--- src/rtl/rv32i_types.sv ---
// Shared RV32I pipeline types; the fetch stage uses the fetch FSM state and
// the fetch constants below.
package rv32i_types;

    typedef enum logic [1:0] {
        IDLE  = 2'd0,
        WAIT  = 2'd1,
        DRAIN = 2'd2
    } fetch_state_t;

    localparam logic [3:0]  IMEM_MASK_WORD = 4'hf;
    localparam logic [3:0]  IMEM_MASK_NONE = 4'h0;
    localparam logic [31:0] PC_STEP        = 32'd4;
    localparam logic [31:0] PC_ALIGN_MASK  = 32'hffff_fffc;

endpackage

--- src/rtl/fetch_stage.sv ---
// In-order fetch: owns the fetch PC, keeps one imem read in flight, buffers one
// fetched word for decode and squashes responses made stale by a redirect.
module fetch_stage
    import rv32i_types::*;
#(
    parameter logic [31:0] RESET_PC = 32'h1eceb000
) (
    input  logic        clk,
    input  logic        rst,
    output logic [31:0] imem_addr,
    output logic [3:0]  imem_rmask,
    input  logic [31:0] imem_rdata,
    input  logic        imem_resp,
    input  logic        redirect_valid,
    input  logic [31:0] redirect_pc,
    output logic        fetch_valid,
    input  logic        fetch_ready,
    output logic [31:0] fetch_rdata,
    output logic [31:0] fetch_pc
);

    fetch_state_t r_state;
    logic [31:0]  r_pc;
    logic         r_bufValid;
    logic [31:0]  r_bufInst;
    logic [31:0]  r_bufPc;

    logic [31:0]  w_redirPc;
    logic         w_transfer;
    logic         w_issue;

    assign w_redirPc  = redirect_pc & PC_ALIGN_MASK;
    assign w_transfer = fetch_valid & fetch_ready;

    // A new request may only go out when the output buffer will have room for its reply.
    assign w_issue = rst && (r_state == IDLE) && !redirect_valid
                     && (!r_bufValid || w_transfer);

    assign imem_addr   = r_pc;
    assign imem_rmask  = w_issue ? IMEM_MASK_WORD : IMEM_MASK_NONE;
    assign fetch_valid = r_bufValid & ~redirect_valid;
    assign fetch_rdata = r_bufInst;
    assign fetch_pc    = r_bufPc;

    always_ff @(posedge clk or negedge rst) begin
        if (!rst) begin
            r_state    <= IDLE;
            r_pc       <= RESET_PC;
            r_bufValid <= 1'b0;
            r_bufInst  <= 32'h0;
            r_bufPc    <= 32'h0;
        end else begin
            case (r_state)
                IDLE: begin
                    if (redirect_valid) begin
                        r_pc       <= w_redirPc;
                        r_bufValid <= 1'b0;
                    end else begin
                        if (w_transfer) begin
                            r_bufValid <= 1'b0;
                        end
                        if (w_issue) begin
                            r_state <= WAIT;
                        end
                    end
                end
                WAIT: begin
                    // Without a response the request is still in flight, so it must be drained.
                    if (redirect_valid) begin
                        r_pc       <= w_redirPc;
                        r_bufValid <= 1'b0;
                        r_state    <= imem_resp ? IDLE : DRAIN;
                    end else if (imem_resp) begin
                        r_bufInst  <= imem_rdata;
                        r_bufPc    <= r_pc;
                        r_bufValid <= 1'b1;
                        r_pc       <= r_pc + PC_STEP;
                        r_state    <= IDLE;
                    end
                end
                DRAIN: begin
                    if (redirect_valid) begin
                        r_pc       <= w_redirPc;
                        r_bufValid <= 1'b0;
                    end
                    if (imem_resp) begin
                        r_state <= IDLE;
                    end
                end
                default: begin
                    r_state    <= IDLE;
                    r_bufValid <= 1'b0;
                end
            endcase
        end
    end

    // Memory must never answer when nothing is outstanding.
    a_noRespInIdle: assert property (@(posedge clk) disable iff (!rst)
        !((r_state == IDLE) && imem_resp));

    a_bufEmptyWhileBusy: assert property (@(posedge clk) disable iff (!rst)
        (r_state != IDLE) |-> !r_bufValid);

endmodule

--- config.mk ---
export PLATFORM = sky130hd
export DESIGN_NAME = fetch_stage
export DESIGN_NICKNAME = d
export VERILOG_FILES = /design/src/rtl/rv32i_types.sv /design/src/rtl/fetch_stage.sv
export SDC_FILE = /design/constraint.sdc
export NUM_CORES = 1
export LEC_CHECK = 0
export CAP_MARGIN = 20
export CORE_MARGIN = 4
export CORE_UTILIZATION = 49
export DETAILED_ROUTE_END_ITERATION = 16
export PLACE_DENSITY_LB_ADDON = 0.25
export SLEW_MARGIN = 15
export SYNTH_ARGS = -nofsm -noshare
export SYNTH_HDL_FRONTEND = slang
export SYNTH_SLANG_ARGS = --single-unit
export TNS_END_PERCENT = 10
--- constraint.sdc ---
create_clock -name clk -period 4.3 [get_ports clk]
set_input_delay 0.645 -clock clk [delete_from_list [all_inputs] [get_ports clk]]
set_output_delay 0.645 -clock clk [all_outputs]
set_load 0.05 [all_outputs]
==> summary by stage, run 1 <==
Setup path
The category of the worst setup path capture point is a primary output. In this run the worst path has a maximum fanout of 17. The worst register-to-register path has a setup slack of approximately 1.8 ns. Data on the critical path is required at its endpoint by approximately 3.7 ns. The first element of the critical path is redirect_valid. The critical path start-end classification is in2out.

The worst register-to-register path ends at imem_addr[26]. The count of cells along the worst register-to-register path is 5. The stage delay of the slowest cell on the critical path is 0.89 ns.

The startpoint type of the worst setup path is an input port. The cell with the biggest individual delay on the critical path is clkdlybuf4s50_1. The startpoint of the worst-slack reg-to-reg timing path is imem_addr[2]. Walking the worst path, the cells encountered are clkdlybuf4s50_1 > buf_4 > inv_1 > nand3_1 > a21oi_1 > clkdlybuf4s50_1.

The most numerous cell type found on the critical path is clkdlybuf4s50_1. For the worst setup path, the data arrival time is 2.90 ns.

Worst hold path
The path type of the worst min-delay path is in2async.

Floorplanning
The count of pins on the block boundary is 170. From left edge to right edge, the die measures 106 um. After floorplanning, the core was divided into 35 placement rows. The area enclosed by the die boundary is around 0.011 mm^2.

The die height is 106 um. The initial core utilization is 0.505. The floorplan step defined a core boundary enclosing 0.00928 mm^2.

Routing
The count of nets left with antenna violations once routing finished came out at 0. After the first detailed-routing iteration, the DRC count stood at 403. The first TritonRoute pass finished after 5 iterations. The post-detailed-route via-to-cell ratio is roughly 5.6.

The wire length after detailed routing is roughly 13000 um. The post-route DRC violation count is 0. Dividing the detail-routed wire length by the instance count gives 16.7 um.

Detailed routing inserted a total of 4487 vias.

Layout
The register area is ~0.0024 mm^2. The filler cells instantiated in the layout total 730. The area growth from synthesis to layout is 38.5%.

The multi-input combinational cells in the finished layout cover a total of 0.00205 mm^2. The repair_antennas step left the layout with diodes totalling 0. Of the cells placed in the final design, the portion with a size suffix greater than 1 is 0.0710. The number of nets at the end of the flow is 741.

Once layout is done, the placed cells without fillers occupy 0.00649 mm^2. The share of the core filled with cells is 0.699.

Synthesis
Summing every instance area after synthesis gives 0.00468 mm^2. Dividing the synthesized area by the synthesized cell count gives 8.72 um^2. The number of enable flip-flop cells after synthesis is 0.

The main flop type after synthesis is dfrtp_1. The share of the yosys chip area belonging to registers is 0.511. For this run, asynchronously set or reset flops after synthesis account for 1.00.

The total number of yosys warnings is 0. The post-synthesis sequential element count is 95. Synthesis handed over a netlist of 537 instances.

The distinct cell type count of the synthesized netlist is 57.

Pwr
Of the total power, combinational logic draws 0.486. The power spent charging and discharging nets is 0.00174 W. The clock power share is 0.152.

Across the VDD grid, the largest voltage drop is 0.390 mV. The total power divided by cell area is 570 mW/mm^2. The internal power is around 0.0020 W. The part of the total power dissipated in sequential elements is 0.362.

The switching power as a share of total power is 0.470. The cell leakage power is between 2 and 3 nW.

Clock tree
In this run the number of H-tree levels came out at 3. Post-CTS timing repair inserted 0 buffers for setup. The clock net in this run drives a total of 95 sinks. After clock tree synthesis, the clock-pin slew on the worst setup and hold paths is 0.10 ns. Counting along the longest clock path gives a buffer depth of 2. Clock latency on the worst-skew pair, taken at its later pin, is ~0.36 ns.

The number of clock buffers added by TritonCTS is 9. The root buffer cell chosen for the clock tree is clkbuf_8. The hold-fix buffer count after cts is 0. TritonCTS built the clock tree.

In this run, post-CTS repair resized a total of 0 instances.

Timing
The smallest setup slack after layout is 0.756 ns. The final critical-path share of the clock period is 0.824. The slew at the pin closest to its max-slew limit is 1.05 ns.

Setup repair after global routing left no endpoint under its margin. The worst path needs 3.54 ns of the cycle, external delays included. The final max-slew violation count came to 0. The final worst clock skew is 0.0135 ns.

The normalized max-slew margin is 0.297. For the final routed database, the setup TNS stands at 0 ns. The maximum clock rate is 282 MHz. The number of endpoints with negative hold slack in the final report is 0. The setup violation total in the final timing report is 0.

Placed design
The placer congestion estimate is approximately 0.92. The total placed instance area is roughly 0.0063 mm^2. The post-placement setup slack is 0.777 ns. The count of buffers inserted at the top-level ports is 163. Detailed placement ended at an HPWL of 9460 um.

Global routing
The total overflow reported by the global router is 0. The initial antenna violation count is 0. The global-route total usage across every layer is 0.242.

The number of global-route vias before repair is 4380. The global-route wire length before repair is 22100 um. The largest net degree at the start of global routing is 55.

Run
The number of maximum-capacitance violations is 0.

Status
The run finished with clean final reports.
## registers in the layout, indices dropped and copies added, names as in the netlist
register	count
r_bufValid	1
fetch_rdata	32
r_state	2
imem_addr	30
fetch_pc	30
## area by class of cell
cell class,instances,area share
Clock buffer,10,0.0212
Inverter,4,0.00231
Multi-Input combinational cell,391,0.317
Timing Repair Buffer,170,0.259
Sequential cell,95,0.369
Clock inverter,6,0.00675
Tap cell,129,0.0249
## logic make-up (layout without fill, tap and decap cells)
kind of cell | Yosys count | count (layout) | share of synthesized area
buf+inv | 54 | 190 | 0.0604
fa+ha+maj | 1 | 1 | 0.00267
flops | 95 | 95 | 0.511
other cells | 1 | 4 | 0.000801
mux | 2 | 2 | 0.00454
simple gates | 297 | 297 | 0.292
compound gates | 87 | 87 | 0.129
## metrics by stage
| stage | hold slack [ns] | total power (W) | std cells |
|---|---|---|---|
| floorplan | 0.349 | 0.00249 | 540 |
| global placement | 0.456 | 0.00312 | 789 |
| detailed placement | 0.461 | 0.00316 | 789 |
| CTS | 0.268 | 0.00372 | 805 |
| global route | 0.279 | 0.00388 | 805 |
| finish | 0.258 | 0.00370 | 805 |
## worst max-delay path by stage
stage                    end  slack, ns  depth (start not counted)
4_1_cts        imem_rmask[2]       0.76                          6
3_5_place_dp   imem_rmask[2]       0.78                          6
6_report       imem_rmask[2]       0.76                          6
3_3_place_gp   imem_rmask[1]       0.88                          6
2_1_floorplan  imem_addr[27]       2.00                          6
5_1_grt        imem_rmask[2]       0.66                          6
## layout by cell type, fill, tap and decap left out, types with 3 or more instances in the layout
cell type | synthesis | routed
o32ai_1 | 6 | 6
a2bb2oi_1 | 6 | 6
a311oi_1 | 3 | 3
a31oi_1 | 5 | 5
and2_1 | 6 | 6
clkdlybuf4s50_1 | 0 | 162
buf_4 | 8 | 8
nor3_1 | 6 | 6
a32oi_1 | 10 | 10
nand2_1 | 199 | 199
o21ai_0 | 13 | 13
or3_1 | 5 | 5
o22ai_1 | 5 | 5
conb_1 | 1 | 4
clkbuf_8 | 0 | 10
nand4_1 | 15 | 15
nor2_1 | 17 | 17
dfstp_2 | 12 | 12
nand3_1 | 13 | 13
o211ai_1 | 4 | 4
and4_1 | 5 | 5
nor4_1 | 6 | 6
a21oi_1 | 20 | 20
dfrtp_1 | 83 | 83
and3_1 | 5 | 5
inv_1 | 4 | 4
nand3b_1 | 3 | 3
## synthesized netlist by cell type (all sizes together) (4+ instances only)
master	number	area [um^2]
nand2	199	747
dfrtp	83	2080
clkbuf	28	105
buf	22	163
a21oi	20	100
nand4	17	128
nor2	17	63.8
nand3	14	82.6
o21ai	13	65.1
dfstp	12	315
a32oi	10	87.6
nor3	7	40.0
a2bb2oi	6	52.6
and2	6	37.5
and4	6	53.8
nor4	6	37.5
o32ai	6	52.6
a31oi	5	31.3
and3	5	31.3
o22ai	5	31.3
or3	5	31.3
inv	4	15.0
o211ai	4	30.0
## critical path: cells and delay by family
family,cells,cell delay [ns]
AOI/OAI and AO/OA,1,0.35
buffers and inverters,4,1.75
and+or+nand+nor,1,0.15
## routing by layer
layer | up-vias | routed length (um) | GRT usage
li1 | 2115 | - | -
met1 | 2126 | 5440 | 0.311
met2 | 225 | 6360 | 0.390
met3 | 21 | 1440 | 0.0931
met4 | 0 | 204 | 0.0546
met5 | - | 0 | 0
## power by group through the flow
| stage | combinational, W | sequential (W) | clock [W] |
|---|---|---|---|
| 4_1_cts | 0.00181 | 0.00134 | 0.000570 |
| 3_3_place_gp | 0.00178 | 0.00134 | 0 |
| 3_5_place_dp | 0.00180 | 0.00135 | 0 |
| 2_1_floorplan | 0.000342 | 0.00215 | 0 |
| 6_report | 0.00180 | 0.00134 | 0.000560 |
| 5_1_grt | 0.00190 | 0.00138 | 0.000602 |
No activity file was read; power rests on OpenSTA's default activity.
==> inputs of run 2 (changes only) <==
--- a/config.mk
+++ b/config.mk
@@ -7,7 +7,7 @@
 export LEC_CHECK = 0
 export CAP_MARGIN = 20
 export CORE_MARGIN = 4
-export CORE_UTILIZATION = 49
+export CORE_UTILIZATION = 45
 export DETAILED_ROUTE_END_ITERATION = 16
 export PLACE_DENSITY_LB_ADDON = 0.25
 export SLEW_MARGIN = 15
==> constraint.sdc (replaced) <==
create_clock -name clk -period 3.57 [get_ports clk]
set_input_delay 0.5355 -clock clk [delete_from_list [all_inputs] [get_ports clk]]
set_output_delay 0.5355 -clock clk [all_outputs]
set_load 0.05 [all_outputs]
==> run 2 against run 1 <==
Effect of this change: combinational power rose by 21%; first-iteration DRC count fell by 6.9%; largest power group unchanged; largest cell class unchanged; sequential power rose by 20%; clock power rose by 20%; non-clock buffer count rose by 3; register-to-register slack got worse by 0.69 ns; cell count rose by 0.87%; highest routed layer unchanged; worst hold slack got worse by 0.13 ns; power rose by 21%.
==> summary by stage, run 2 (synthesis results as in run 1) <==
Clock tree
TritonCTS built the clock tree. The total of cells resized after clock tree synthesis is 0. After clock tree synthesis, the setup repair step added 0 buffers. The H-tree was split into 3 levels. The clock insertion delay at the later pin of the skew report is ~0.36 ns. The cell sitting at the root of the clock tree is a clkbuf_8. The maximum buffer depth of the clock tree is 2. The hold-fix buffer count after cts is 0. The tree built by TritonCTS fans out to 95 sinks. The clock-pin slew on the worst setup and hold paths is 0.09 ns. The number of buffers added by the clock tree synthesis step is 9.

Routing
The total vias in the final route is 4432. The count of nets left with antenna violations once routing finished came out at 0. The wire length after detailed routing is between 10000 and 15000 um. Dividing the detail-routed wire length by the instance count gives between 15 and 20 um. The post-route DRC violation count is 0. The number of DRC markers after the initial detailed-route iteration is 375. The total iterations of the first detailed-routing run is 5. The post-detailed-route via-to-cell ratio is between 5 and 6.

Setup path
The number of buffers and inverters on the critical path is 3. The instance count on the critical path is 5. STA classifies the critical path startpoint as an input port. The critical path goes through clkdlybuf4s50_1 > inv_1 > nand3_1 > a21oi_1 > buf_4. The endpoint arrival time on the critical path is 2.14 ns.

At the worst endpoint, the required time is 3.03 ns. The dominant delay contributor by cell family on the critical path is buffers and inverters. Of all nets on the critical path, the largest fanout is 9. The stage delay of the slowest cell on the critical path is 0.57 ns.

STA classifies the critical path endpoint as a primary output. On the critical path, the stage with the largest delay is an instance of clkdlybuf4s50_1. The critical path start-end classification is in2out. The worst register-to-register path has a depth of 5.

Floorplanning
The die height is 110 um. The floorplan step defined a core boundary enclosing 0.00995 mm^2. The count of pins on the block boundary is 170.

The die width is approximately 110 um. The standard-cell row count is 36. The initial core utilization is 0.471.

The area enclosed by the die boundary is approximately 0.012 mm^2.

Pwr
Dividing total power by cell area gives a power density of just under 700 mW/mm^2. In this run the static leakage power is 2.84 nW. VDD sags by at most 0.394 mV.

Timing
The number of endpoints with negative hold slack in the final report was 0. The maximum clock rate is 374 MHz. Of the available clock period, the critical path in the final layout requires 0.750. Setup repair after global routing left no endpoint under its margin.

The setup violation total in the final timing report is 0. Clock skew on the completed layout was measured at between 0.015 and 0.02 ns. The post-route minimum period is 2.68 ns.

The smallest setup slack after layout is 0.894 ns. Summed over all failing endpoints, the final setup total negative slack is 0 ns. The final max-slew violation count was 0. The worst pin sits at a relative slew slack of 0.348. Across all hold checks on the routed design, the worst slack comes to 0.131 ns. The slew at the pin closest to its max-slew limit is between 0.9 and 1 ns.

Global routing
The initial antenna violation count is 0. The global-route total usage across every layer is 0.223. The first global-routing pass estimated around 21000 um of wire. Entering global routing, the biggest net connects 61 pins.

The number of global-route vias before repair was 4265. The total overflow reported by the global router is 0.

Layout
The flip-flop count of the largest register after layout is 32. The count of inserted antenna diode cells is 0. In the final design database the tool counted approximately 740 nets.

The commonest non-fill, non-tap cell in the layout is nand2_1. The share of post-route cells with drive strength above 1 is 0.0795. The number of fillers in the final layout is 834. The post-route standard cell area excluding fillers is 0.00652 mm^2. The non-filler instance count after layout is 812.

In the layout the commonest cells are nand2_1 (199), clkdlybuf4s50_1 (158), dfrtp_1 (83). The area growth from synthesis to layout is 39.2%.

Placed design
Timing analysis after detailed placement gives a worst setup slack of 0.838 ns. The post-detailed-placement half-perimeter wirelength is 9600 um. The count of buffers inserted at the top-level ports is 163. After detailed placement, the design holds a cell count of 796. The congestion estimate from routability-driven global placement came to 0.826. The total placed instance area is 0.00633 mm^2.

Worst hold path
The path type of the worst min-delay path is in2async.

Run
Across the run, the number of max-cap violations was 0.

Status
The run finished with clean final reports.
run 2: cell types whose count changed in the layout (fill, tap and decap cells not counted), sizes merged:
cell	previous run	this run
buf	8	15
clkdlybuf4s50	162	158
clkbuf	10	13
inv	6	4
clkinv	3	2
run 2: stage by stage:
step | util | power (W)
after floorplan | - | 0.00300
after global placement | 0.636 | 0.00377
after detailed placement | 0.636 | 0.00381
after CTS | 0.655 | 0.00449
after global routing | 0.655 | 0.00468
final | 0.655 | 0.00445
run 2: path summary, 6_finish.rpt:
check | from | to | slack (ns)
max in group asynchronous | rst | fetch_rdata[1] | 2.32
max reg2reg | imem_addr[2] | imem_addr[26] | 1.14
min reg2reg | fetch_pc[16] | fetch_pc[16] | 0.48
max | redirect_valid | imem_rmask[2] | 0.89
min in group clk | fetch_pc[16] | fetch_pc[16] | 0.48
min | rst | fetch_rdata[29] | 0.13
run 2: final cells by class:
| type | count | area, um^2 | area share |
|---|---|---|---|
| clock buffer | 13 | 169 | 0.0259 |
| clock inverter | 3 | 17.5 | 0.00269 |
| inverter | 4 | 15.0 | 0.00230 |
| multi-input combinational | 391 | 2050 | 0.315 |
| sequential | 95 | 2390 | 0.367 |
| tap | 133 | 166 | 0.0255 |
| timing repair buffer | 173 | 1710 | 0.262 |
run 2: per-layer routing:
layer,vias up,track usage,share of wire
met1,2098,0.274,0.41
li1,2117,-,-
met2,198,0.368,0.48
met5,-,0,0
met3,19,0.0687,0.098
met4,0,0.0810,0.017
run 2: report_power, final:
group          switching [W]  total, W  internal [W]
registers           0.000237   0.00161       0.00138
clock network       0.000365  0.000674      0.000309
logic                0.00146   0.00217      0.000712
total                0.00206   0.00445       0.00240
